--- src/rtl/sample_packer.sv ---
// sample_packer: samples probe inputs at a programmable rate and packs 16/8/4/2-channel samples into OUT_W-bit FIFO words.
// Latency: a probe value before edge n appears with sample_data_avail at edge n+2 (16ch, divider=0); +1 edge with TRIGGER_EN.
// Backpressure: fifo_full when a word completes drops that word, sets sticky overflow and parks in OVF until enable is cycled.
// Optional: define TRIGGER_EN to add an ARMED state that waits for a masked probe match (trig_mask, trig_value, armed).
module sample_packer #(
  parameter int PROBE_W = 16,
  parameter int OUT_W   = 16,
  parameter int DIV_W   = 16,
  parameter int CNT_W   = 32
) (
  input  logic               clk,
  input  logic               rst,
  input  logic               enable,
  input  logic [1:0]         chan_mode,
  input  logic [DIV_W-1:0]   divider,
  input  logic [PROBE_W-1:0] probe,
  input  logic               fifo_full,
`ifdef TRIGGER_EN
  input  logic [PROBE_W-1:0] trig_mask,
  input  logic [PROBE_W-1:0] trig_value,
  output logic               armed,
`endif
  output logic [OUT_W-1:0]   sample_data,
  output logic               sample_data_avail,
  output logic               overflow,
  output logic               running,
  output logic [CNT_W-1:0]   word_count
);

  // Lane index must reach OUT_W/2-1 (2-channel mode).
  localparam int LANE_W = $clog2(OUT_W);

  localparam logic [1:0] S_IDLE  = 2'd0;
  localparam logic [1:0] S_RUN   = 2'd1;
  localparam logic [1:0] S_OVF   = 2'd2;
`ifdef TRIGGER_EN
  localparam logic [1:0] S_ARMED = 2'd3;
`endif

  logic [1:0]         state_q, state_d;
  logic [PROBE_W-1:0] probe_q;
  logic [1:0]         mode_q, mode_d;
  logic [DIV_W-1:0]   div_q, div_d;
  logic [DIV_W-1:0]   div_cnt_q, div_cnt_d;
  logic [LANE_W-1:0]  lane_q, lane_d;
  logic [OUT_W-1:0]   pack_q, pack_d;
  logic               complete_q, complete_d;
  logic [OUT_W-1:0]   data_q, data_d;
  logic               avail_q, avail_d;
  logic               ovf_q, ovf_d;
  logic [CNT_W-1:0]   cnt_q, cnt_d;

  logic [15:0]        src;
  logic [3:0]         chmask;
  logic [2:0]         shift;
  logic [LANE_W-1:0]  last_lane;
  logic               sample_now;
  logic               push;
  logic               push_ok;
  logic               push_drop;

`ifdef TRIGGER_EN
  // One extra probe delay so the sample that matched the trigger in ARMED
  // is the first sample packed in RUN.
  logic [15:0]        samp_q;
  logic               trig_hit;
  assign trig_hit = ((probe_q & trig_mask) == (trig_value & trig_mask));
  assign src      = samp_q;
  assign armed    = (state_q == S_ARMED);
`else
  assign src      = probe_q[15:0];
`endif

  // Channel count C = 16>>mode: mask selects probe bit, shift maps word bit to lane.
  assign chmask     = 4'hF >> mode_q;
  assign shift      = 3'd4 - {1'b0, mode_q};
  assign last_lane  = LANE_W'((OUT_W >> shift) - 1);
  assign sample_now = (state_q == S_RUN) && (div_cnt_q == '0);

  // A completed word is pushed one clock after its last sample, even if the
  // FSM has just left RUN for IDLE; OVF suppresses any further push.
  assign push      = complete_q && (state_q != S_OVF);
  assign push_ok   = push && !fifo_full;
  assign push_drop = push && fifo_full;

  // Next-state logic: sampling/packing, push and overflow, FSM transitions.
  always_comb begin
    state_d    = state_q;
    mode_d     = mode_q;
    div_d      = div_q;
    div_cnt_d  = div_cnt_q;
    lane_d     = lane_q;
    pack_d     = pack_q;
    complete_d = 1'b0;
    data_d     = data_q;
    avail_d    = 1'b0;
    ovf_d      = ovf_q;
    cnt_d      = cnt_q;

    if (sample_now) begin
      for (int i = 0; i < OUT_W; i++) begin
        if (LANE_W'(i >> shift) == lane_q) pack_d[i] = src[4'(i) & chmask];
      end
      complete_d = (lane_q == last_lane);
      lane_d     = (lane_q == last_lane) ? '0 : lane_q + 1'b1;
    end

    if (state_q == S_RUN) div_cnt_d = (div_cnt_q == div_q) ? '0 : div_cnt_q + 1'b1;

    if (push_ok) begin
      data_d  = pack_q;
      avail_d = 1'b1;
      cnt_d   = cnt_q + 1'b1;
    end
    if (push_drop) ovf_d = 1'b1;

    case (state_q)
      S_IDLE: begin
        if (enable) begin
          mode_d    = chan_mode;
          div_d     = divider;
          div_cnt_d = '0;
          lane_d    = '0;
          cnt_d     = '0;
          ovf_d     = 1'b0;
`ifdef TRIGGER_EN
          state_d   = S_ARMED;
`else
          state_d   = S_RUN;
`endif
        end
      end
`ifdef TRIGGER_EN
      S_ARMED: begin
        if (!enable)       state_d = S_IDLE;
        else if (trig_hit) state_d = S_RUN;
      end
`endif
      S_RUN: begin
        if (!enable)        state_d = S_IDLE;
        else if (push_drop) state_d = S_OVF;
      end
      S_OVF: begin
        if (!enable) state_d = S_IDLE;
      end
      default: state_d = S_IDLE;
    endcase
  end

  // State registers; everything clears asynchronously on rst low.
  always_ff @(posedge clk or negedge rst) begin
    if (!rst) begin
      state_q    <= S_IDLE;
      probe_q    <= '0;
      mode_q     <= '0;
      div_q      <= '0;
      div_cnt_q  <= '0;
      lane_q     <= '0;
      pack_q     <= '0;
      complete_q <= 1'b0;
      data_q     <= '0;
      avail_q    <= 1'b0;
      ovf_q      <= 1'b0;
      cnt_q      <= '0;
`ifdef TRIGGER_EN
      samp_q     <= '0;
`endif
    end else begin
      state_q    <= state_d;
      probe_q    <= probe;
      mode_q     <= mode_d;
      div_q      <= div_d;
      div_cnt_q  <= div_cnt_d;
      lane_q     <= lane_d;
      pack_q     <= pack_d;
      complete_q <= complete_d;
      data_q     <= data_d;
      avail_q    <= avail_d;
      ovf_q      <= ovf_d;
      cnt_q      <= cnt_d;
`ifdef TRIGGER_EN
      samp_q     <= probe_q[15:0];
`endif
    end
  end

  assign sample_data       = data_q;
  assign sample_data_avail = avail_q;
  assign overflow          = ovf_q;
  assign running           = (state_q == S_RUN);
  assign word_count        = cnt_q;

endmodule

--- config.mk ---
export PLATFORM = sky130hd
export DESIGN_NAME = sample_packer
export DESIGN_NICKNAME = d
export VERILOG_FILES = /design/src/rtl/sample_packer.sv
export SDC_FILE = /design/constraint.sdc
export NUM_CORES = 1
export LEC_CHECK = 0
export CORE_ASPECT_RATIO = 1.5
export CORE_MARGIN = 2
export CORE_UTILIZATION = 45
export DETAILED_ROUTE_END_ITERATION = 8
export HOLD_SLACK_MARGIN = 0.1
export PLACE_DENSITY = 0.76
export SLEW_MARGIN = 20
export SYNTH_ARGS = -nofsm -noshare
export SYNTH_HDL_FRONTEND = slang
export SYNTH_SLANG_ARGS = --single-unit
--- constraint.sdc ---
create_clock -name clk -period 6.9 [get_ports clk]
set_clock_uncertainty 0.2 [all_clocks]
set_input_delay 1.035 -clock clk [delete_from_list [all_inputs] [get_ports clk]]
set_output_delay 1.035 -clock clk [all_outputs]
set_load 0.02 [all_outputs]
# Word level (Yosys, flattened, before mapping)
# Cells that the tools add are included.
# totals
reg_bits	123
latchBits	0
ramBits	0
mem_bits_ro	0
input_bits	38
out_inout_bits	51
wordCells	165
mem_count	0
# op_classes
add_sub_neg	5
mul	0
n_div	0
magnitude_cmp	15
eq_ne	24
shifts	18
n_mux	51
bitwise	0
n_reduce_logical	25
# op_table
cell	count
$mux 32	3
$eq 4x4->1	17
$mux 16	4
$lt 4x5->1 const B	8
$reduce_and 2->1	17
$add 32x1->32 const B	1
$shr 4x3->4 const A	8
$mux 1	24
$lt 3x5->1 const B	4
$add 16x1->16 const B	1
$eq 16x16->1	1
$logic_not 16->1	1
$mux 4	4
$shr 3x3->4 const A	4
$bmux 1 s2	6
$bmux 1 s3	4
$lt 2x5->1 const B	2
$mux 2	4
$shr 1x3->4 const A	2
$shr 2x3->4 const A	2
$ne 2x2->1 const B	3
$pmux 2 s3	1
$lt 1x5->1 const B	1
$shr 5x3->4 const A	1
12 further kinds	15

# Longest topological paths before layout
# Gate-level depths: netlist (run 1).
# logic_depth
ltp_word	8
depth_mapped	9
ltp_nobuf	7

# Worst setup path after synthesis (run 1)
# OpenSTA, ideal clock, no wires.
# synth_timing
path_kind	input to register
startpoint	input port fifo_full
endpoint	register cnt_q[26] (netlist: word_count[26])
setup_time_ns	0.078
arrival_time_ns	2.289
required_time_ns	6.622
slack_ns	4.333
stages	6
n_path_buf	1
cell_sequence	nand2b_4 > nor3_4 > nand4_4 > buf_6 > or4_1 > a21oi_1
# synth_via
elab_chain_cells	5
# synth_lines
element	line	text
start: declaration	17	input logic fifo_full,
$logic_not 1->1 (*)	83	assign push_ok = push && !fifo_full;
$logic_and 1x1->1 (*)	83	
$mux 32 (*)	110	if (push_ok) begin
$mux 32	119	if (enable) begin
$mux 32 (*)	117	case (state_q)
via cnt_d[26]	51	logic [CNT_W-1:0] cnt_q, cnt_d;
end signal: assignment	180	cnt_q <= cnt_d;
end: declaration	51	
# Mark *: on every way through the listed nets, which the timed path passes. The rest lies on a longest branch.
# A chain may end at the register's enable or synchronous reset.

# Final worst setup path (run 1)
# layout_timing
startpoint	input port fifo_full
endpoint	register cnt_q[2] (netlist: word_count[2])
# The elaborated chain is that of the path after synthesis.

==> impl_metrics.json, run 1 <==
{
  "synth_nets": 668,
  "ctsHoldBuffers": 0,
  "grt_pass1_wl_um": 23000,
  "cts_tree": "done",
  "wl_met2_um": 7570,
  "min_period_ps": 3510,
  "setup_ws_ps": 3390,
  "synth_flop_cell": "dfrtp_1",
  "ff2ff_setup_slack_ps": 3880,
  "post_cts_buffers": 0,
  "die_area_um2": 14400,
  "synth_top_area_share": 0.510,
  "crit_path_end_kind": "flop",
  "io_pins": 89,
  "synthTopCellsByArea": "dfrtp_1, nand2_1, xor2_1, xnor2_1, nor2_1",
  "drive_gt1_frac": 0.0854,
  "tightest_slew_ps": 962,
  "report.final.setup_viol": 0,
  "cts_buffers": 17,
  "yosysMostFrequentCell": "nand2_1",
  "grt_start_max_net_pins": 78,
  "dp_slack_ps": 3030,
  "clk_pin_slew_ps": 50,
  "n_fill_cell": 1088,
  "wire_per_inst_um": 15.9,
  "netlist_top_cells_count": "nand2_1, dfrtp_1, nor2_1, xor2_1, a21oi_1",
  "die_w_um": 98.6,
  "grt_usage": 0.199,
  "cts.sinks": 123,
  "tns_ps": 0,
  "cap_violations": 0,
  "route.detailed.drc": 0,
  "r2r_start": "mode_q[1]",
  "async_flop_share": 1.00,
  "path_cells": "clkdlybuf4s50_1 -> nand2b_4 -> nand2b_1 -> clkinv_1 -> nand2_1 -> xnor2_1 -> nor2_1",
  "synth_cell_types": 50,
  "wl_met3_um": 533,
  "fp.dieH_um": 146,
  "initialDrtViolationCount": 198,
  "netlist_instances": 618,
  "routed.top_layer": "met4",
  "grt_overflow": 0,
  "diodes": 0,
  "startpoint": "fifo_full",
  "cpMaxStageDelayCell": "clkinv_1",
  "synth-edff-count": 0,
  "endpoint": "word_count[2]",
  "dpl.hpwl_um": 9760,
  "vdd_ir_drop_max_mv": 0.181,
  "via_per_inst": 5.38,
  "reg2regPathDepth": 6,
  "finalNonFillerCells": 873,
  "cp.arrival_ps": 3570,
  "portBuffers": 88,
  "areaGrowthSynthToFinish_pct": 26.9,
  "status": "complete, no violations",
  "start_util": 0.462,
  "antenna_found_initial": 0,
  "worstReg2RegEnd": "pack_q[10]",
  "cp_data_required_time_ps": 6970,
  "dr_total_vias": 4700,
  "hold_viol": 0,
  "avgSynthCellArea_um2": 9.77,
  "clockRootBuffer": "clkbuf_16",
  "clk_latency_ps": 410,
  "power.total_mw": 2.50,
  "max_freq_ghz": 0.285,
  "cts_resized": 0,
  "yosysWarnings": 0,
  "min_path_type": "reg -> reg",
  "grt_pass1_vias": 4889,
  "synthesis.area_um2": 6040,
  "p_per_area_nw_per_um2": 326,
  "gp_congestion": 0.832,
  "ant_nets": 0,
  "rows": 51,
  "maxSlewViolCount": 0,
  "ys_seq_area_frac": 0.510,
  "max-slew-margin-rel": 0.359,
  "worst_setup_path_start_kind": "primary input",
  "firstDrtPassIters": 4,
  "cpPeakStageDelay_ps": 710,
  "period_share": 0.508,
  "drt-total-wl_um": 13900,
  "power_leakage_nw": 3.38,
  "critPathKind": "in -> reg",
  "ctsLongestPathBuffers": 2,
  "core_region_area_um2": 13100,
  "worst-path-max-fanout": 20,
  "layout.nets": 751,
  "yosysTopAreaCell": "dfrtp_1",
  "cts-htree-levels": 4,
  "wl_met1_um": 5480,
  "rsz0062_at_grt": "no",
  "dp_cells": 841,
  "synth.ff_latch_count": 123
}
==> registers in the layout (all words and copies together) (netlist names) <==
signal / cells
word_count: 32
sample_data: 16
lane_q: 4
mode_q: 2
complete_q: 1
div_cnt_q: 16
sample_data_avail: 1
probe_q: 16
overflow: 1
div_q: 16
state_q: 2
pack_q: 16
==> per-layer routing <==
metal	vias to the layer above	track usage
li1	2250	-
met1	2302	0.222
met2	126	0.362
met5	-	0
met4	0	0.0808
met3	22	0.0432
==> final cells by class <==
class,instances,area [um^2],area share
Clock buffer,25,495,0.0646
Inverter,14,52.6,0.00685
Multi-Input combinational cell,454,2790,0.364
Sequential cell,123,3080,0.401
Clock inverter,7,135,0.0176
Tap cell,159,199,0.0259
Timing Repair Buffer,91,913,0.119
==> report_power, final <==
group | switching [mW] | internal (mW) | leakage, nW
Clock | 0.304 | 0.641 | 0.311
Combinational | 0.318 | 0.271 | 1.47
Sequential | 0.114 | 0.851 | 1.60
Total | 0.736 | 1.76 | 3.38
==> logic make-up (layout without fill, tap and decap cells) <==
family	count (synthesis)	count (layout)	synth area share
AOI/OAI and AO/OA	57	57	0.0516
xor gates and xnor gates	60	60	0.0870
adders and majority gates	12	12	0.0249
buffers and inverters	41	137	0.0298
DFF	123	123	0.510
muxes	31	31	0.0555
and+or+nand+nor	294	294	0.242
==> worst max-delay path: cells and delay by family <==
kind,cells,cell delay [ps]
xor gates and xnor gates,1,140
buffers and inverters,2,1250
and+or+nand+nor,4,1130
==> through the flow <==
stage                util  hold slack [ps]  instance area (um^2)
floorplan               -              232                  6040
global placement    0.536              241                  7010
detailed placement  0.538              253                  7030
CTS                 0.586              274                  7660
global route        0.586              289                  7670
finish              0.586              269                  7670
==> how the worst min path moves through the flow <==
stage	end	depth (start not counted)	start	slack, ps
floorplan	sample_data[4]	2	pack_q[4]	230
CTS	sample_data[8]	2	pack_q[8]	270
finish	sample_data[13]	2	pack_q[13]	270
detailed placement	sample_data[8]	2	pack_q[8]	250
global placement	sample_data[3]	2	pack_q[3]	240
global route	sample_data[5]	2	pack_q[5]	290
==> placed cells by master, fill, tap and decap left out, types with 10 or more instances in the layout <==
cell and instances:
ha_1 12, clkdlybuf4s50_1 87, or3_1 10, mux2i_1 11, inv_1 13, o21ai_0 15, nand2_1 127, a21oi_1 29
dfrtp_1 123, xor2_1 34, nor2_1 52, clkbuf_16 17, xnor2_1 26, nand3_1 24, nand4_1 18, mux2_2 12
Power figures use the tool's default switching activity.
==> inputs of run 2 (changes only) <==
- clock period: 6.9 -> 3.37 ns (I/O delays scaled with it)
==> run 2 against run 1 <==
Effect of this change:
- sequential power increased by 100%
- critical path depth decreased by 4
- design area about the same
- sequential share of layout area about the same
- wire length increased by 2.4%
- count of clock-buffer cells in the layout decreased by 1
- non-clock buffer count increased by 4
- critical endpoint is now running
- largest power group unchanged
==> impl_metrics.json, run 2 (synthesized netlist as in run 1, its figures left out) <==
{
  "vdd_ir_drop_max_mv": 0.446,
  "wire_per_inst_um": 16.2,
  "layout_commonest_cell": "nand2_1",
  "ctsLongestPathBuffers": 2,
  "worst-path-max-fanout": 10,
  "power_leakage_nw": 3.39,
  "ff2ff_setup_slack_ps": 830,
  "reg2regPathDepth": 6,
  "clk_pin_slew_ps": 50,
  "max_freq_ghz": 0.377,
  "drt-total-wl_um": 14200,
  "drive_gt1_frac": 0.0877,
  "grt_pass1_wl_um": 24100,
  "gp_congestion": 0.852,
  "power.total_mw": 5.01,
  "tightest_slew_ps": 923,
  "p_per_area_nw_per_um2": 653,
  "route.detailed.drc": 0,
  "ant_nets": 0,
  "ctsHoldBuffers": 1,
  "core_region_area_um2": 13100,
  "dp_cells": 844,
  "cts_resized": 0,
  "finalNonFillerCells": 877,
  "status": "complete, no violations",
  "clockRootBuffer": "clkbuf_16",
  "cp.arrival_ps": 1950,
  "routed.top_layer": "met4",
  "min_period_ps": 2650,
  "worst_setup_path_start_kind": "flop",
  "rsz0062_at_grt": "no",
  "fp.dieH_um": 146,
  "min_path_type": "reg -> reg",
  "io_pins": 89,
  "layout_common_cells": "nand2_1, dfrtp_1, clkdlybuf4s50_1, nor2_1, xor2_1",
  "cpMaxStageDelayCell": "clkdlybuf4s50_1",
  "grt_overflow": 0,
  "die_area_um2": 14400,
  "path_cells": "nor2b_1 -> buf_4 -> clkdlybuf4s50_1",
  "min_from": "pack_q[0]",
  "rows": 51,
  "layout.nets": 755,
  "report.final.setup_viol": 0,
  "worstReg2RegEnd": "pack_q[11]",
  "antenna_found_initial": 0,
  "firstDrtPassIters": 5,
  "largest_reg_flops": 32,
  "portBuffers": 88,
  "diodes": 0,
  "wl_met1_um": 5510,
  "cts.sinks": 123,
  "holdPathEnd": "sample_data[0]",
  "cts_tree": "done",
  "worstHoldPathCells": 2,
  "initialDrtViolationCount": 235,
  "areaGrowthSynthToFinish_pct": 27.1,
  "start_util": 0.462,
  "grt_start_max_net_pins": 74,
  "r2r_start": "mode_q[0]",
  "die_w_um": 98.6,
  "tns_ps": 0,
  "via_per_inst": 5.44,
  "cts_buffers": 17,
  "crit_path_end_kind": "primary output",
  "max-slew-margin-rel": 0.385,
  "post_cts_buffers": 0,
  "grt_usage": 0.207,
  "clk_latency_ps": 410,
  "period_share": 0.787,
  "grt_pass1_vias": 5005,
  "dr_total_vias": 4775,
  "hold_viol": 0,
  "cts-htree-levels": 4,
  "maxSlewViolCount": 0,
  "dpl.hpwl_um": 10000,
  "cap_violations": 0,
  "wl_met2_um": 7740,
  "wl_met3_um": 553,
  "cp_data_required_time_ps": 2660,
  "critPathKind": "reg -> out",
  "cpPeakStageDelay_ps": 620
}
## run 2: through the flow
stage	hold slack (ps)	setup slack (ps)	utilization	instance area, um^2
3_3_place_gp	248	708	0.540	7070
6_report	272	719	0.587	7670
4_1_cts	280	698	0.587	7670
3_5_place_dp	262	642	0.540	7070
2_1_floorplan	9.91	979	-	6040
5_1_grt	301	589	0.587	7670
## run 2: how the worst max path moves through the flow
stage / from / to / slack (ps) / cells after the start
6_report: state_q[0] / running / 720 / 3
3_3_place_gp: fifo_full / word_count[24] / 710 / 6
4_1_cts: state_q[0] / running / 700 / 3
3_5_place_dp: fifo_full / word_count[24] / 640 / 6
5_1_grt: state_q[0] / running / 590 / 3
2_1_floorplan: mode_q[1] / pack_q[15] / 980 / 8
## run 2: metal layers
| metal | track usage | up-vias |
|---|---|---|
| met5 | 0 | - |
| met4 | 0.0877 | 0 |
| met3 | 0.0456 | 36 |
| met2 | 0.373 | 158 |
| met1 | 0.232 | 2315 |
| li1 | - | 2266 |
## run 2: final cells by class
cell class	instances	area [um^2]
clock buffer	24	482
clock inverter	8	115
fill	1117	5410
inverter	14	52.6
multi-input combinational	454	2790
sequential	123	3080
tap	159	199
timing repair buffer	95	958
## run 2: power breakdown
| part | internal [mW] | switching, mW |
|---|---|---|
| Combinational | 0.563 | 0.654 |
| Clock | 1.21 | 0.614 |
| Sequential | 1.74 | 0.226 |
## run 2: critical path: cells and delay by family, from the launching register on
family / cells / cell delay (ps)
flops: 1 / 560
buf+inv: 2 / 800
simple gates: 1 / 180
==> inputs of run 3 (changes only) <==
- clock period: 3.37 -> 2.7 ns (I/O delays scaled with it)
==> run 3 against run 2 <==
Effect of this change:
- non-clock buffer count grew 11
- combinational power up 28%
- critical endpoint unchanged
- wire length up 1.0%
- via count increased by 0.27%
- total power rose by 25%
- core utilization up 0.52 points
- worst setup slack worse by 460 ps
- count of clock-buffer cells in the layout fell by 4
- register-to-register slack worse by 550 ps
- largest cell class unchanged
- final cell count is 1.3% higher
- sequential power is 24% higher
==> impl_metrics.json, run 3 (synthesized netlist as in run 1, its figures left out) <==
{
  "drt-total-wl_um": 14400,
  "start_util": 0.462,
  "diodes": 0,
  "drive_gt1_frac": 0.104,
  "layout_commonest_cell": "nand2_1",
  "max-slew-margin-rel": 0.607,
  "report.final.setup_viol": 0,
  "clk_pin_slew_ps": 50,
  "rows": 51,
  "portBuffers": 88,
  "crit_path_end_kind": "primary output",
  "setup_ws_ps": 256,
  "clockRootBuffer": "clkbuf_16",
  "cpMaxStageDelayCell": "clkdlybuf4s50_1",
  "dr_total_vias": 4788,
  "dp_slack_ps": 87.5,
  "r2r_start": "div_cnt_q[0]",
  "cpPeakStageDelay_ps": 690,
  "min_from": "probe[9]",
  "path_cells": "nor2b_1 -> clkdlybuf4s50_1",
  "post_cts_buffers": 0,
  "tns_ps": 0,
  "grt_pass1_wl_um": 23600,
  "route.detailed.drc": 0,
  "grt_usage": 0.203,
  "largest_reg_flops": 32,
  "io_pins": 89,
  "core_region_area_um2": 13100,
  "max_freq_ghz": 0.409,
  "worst-path-max-fanout": 7,
  "critical_path.top_delay_family": "buffers and inverters",
  "via_per_inst": 5.39,
  "cts-htree-levels": 4,
  "tightest_slew_ps": 590,
  "ctsLongestPathBuffers": 2,
  "final_area_um2": 7740,
  "final_core_util": 0.592,
  "cts_resized": 0,
  "initialDrtViolationCount": 233,
  "grt_start_max_net_pins": 39,
  "layout_common_cells": "nand2_1, dfrtp_1, clkdlybuf4s50_1, nor2_1, xor2_1",
  "cts_tree": "done",
  "finalNonFillerCells": 888,
  "cts.sinks": 123,
  "status": "complete, no violations",
  "cp_data_required_time_ps": 2100,
  "areaGrowthSynthToFinish_pct": 28.2,
  "die_area_um2": 14400,
  "hold_viol": 0,
  "dp_cells": 855,
  "die_w_um": 98.6,
  "cts_buffers": 17,
  "startpoint": "state_q[1]",
  "cap_violations": 0,
  "period_share": 0.905,
  "power_leakage_nw": 3.43,
  "min_path_type": "in -> reg",
  "ctsHoldBuffers": 1,
  "finalHoldWorstSlack_ps": 228,
  "placed_cell_area_um2": 7140,
  "p_per_area_nw_per_um2": 810,
  "layout.nets": 766,
  "fp.dieH_um": 146,
  "grt_pass1_vias": 5018,
  "power.total_mw": 6.27,
  "rsz0062_at_grt": "no",
  "vdd_ir_drop_max_mv": 0.471,
  "cp.buffers_inverters": 1,
  "firstDrtPassIters": 4,
  "maxSlewViolCount": 0,
  "clk_latency_ps": 410,
  "critPathKind": "reg -> out",
  "dpl.hpwl_um": 10500,
  "antenna_found_initial": 0,
  "ant_nets": 0,
  "worst_setup_path_start_kind": "flop",
  "gp_congestion": 0.869,
  "min_period_ps": 2440,
  "grt_overflow": 0,
  "wire_per_inst_um": 16.2,
  "cp.arrival_ps": 1840
}
-- run 3: power breakdown --
group          internal (mW)  switching (mW)
logic                  0.721           0.840
clock network           1.47           0.801
registers               2.17           0.270
-- run 3: cell type report --
cell class	count	area (um^2)
Fill cell	1075	5340
Multi-Input combinational cell	454	2790
Clock inverter	12	148
Tap cell	159	199
Inverter	14	52.6
Sequential cell	123	3080
Clock buffer	20	447
Timing Repair Buffer	106	1030
-- run 3: worst register-to-register path, stage by stage, from the launching register on --
cell     delay [ps]
dfrtp_1         430
inv_1           130
ha_1            150
nor3b_1         320
nand2_1         200
or3_4           400
nor2_4          140
mux2_1          330
-- run 3: worst paths after layout --
kind                            slack (ps)               to  cells past startpoint
max in group asynchronous             1330   word_count[16]                      3
worst min register to register         270   sample_data[9]                      2
worst min-delay path                   230       probe_q[9]                      1
worst max register to register         280        pack_q[5]                      7
worst max-delay path                   260          running                      2
min in group asynchronous              290  sample_data[11]                      2
-- run 3: routing by layer --
metal	track usage	part of all wire	up-vias	wire length, um
met4	0.0801	0.021	0	299
met5	0	0	-	0
met2	0.370	0.55	128	7960
met1	0.229	0.39	2347	5550
met3	0.0427	0.039	25	557
li1	-	-	2288	-
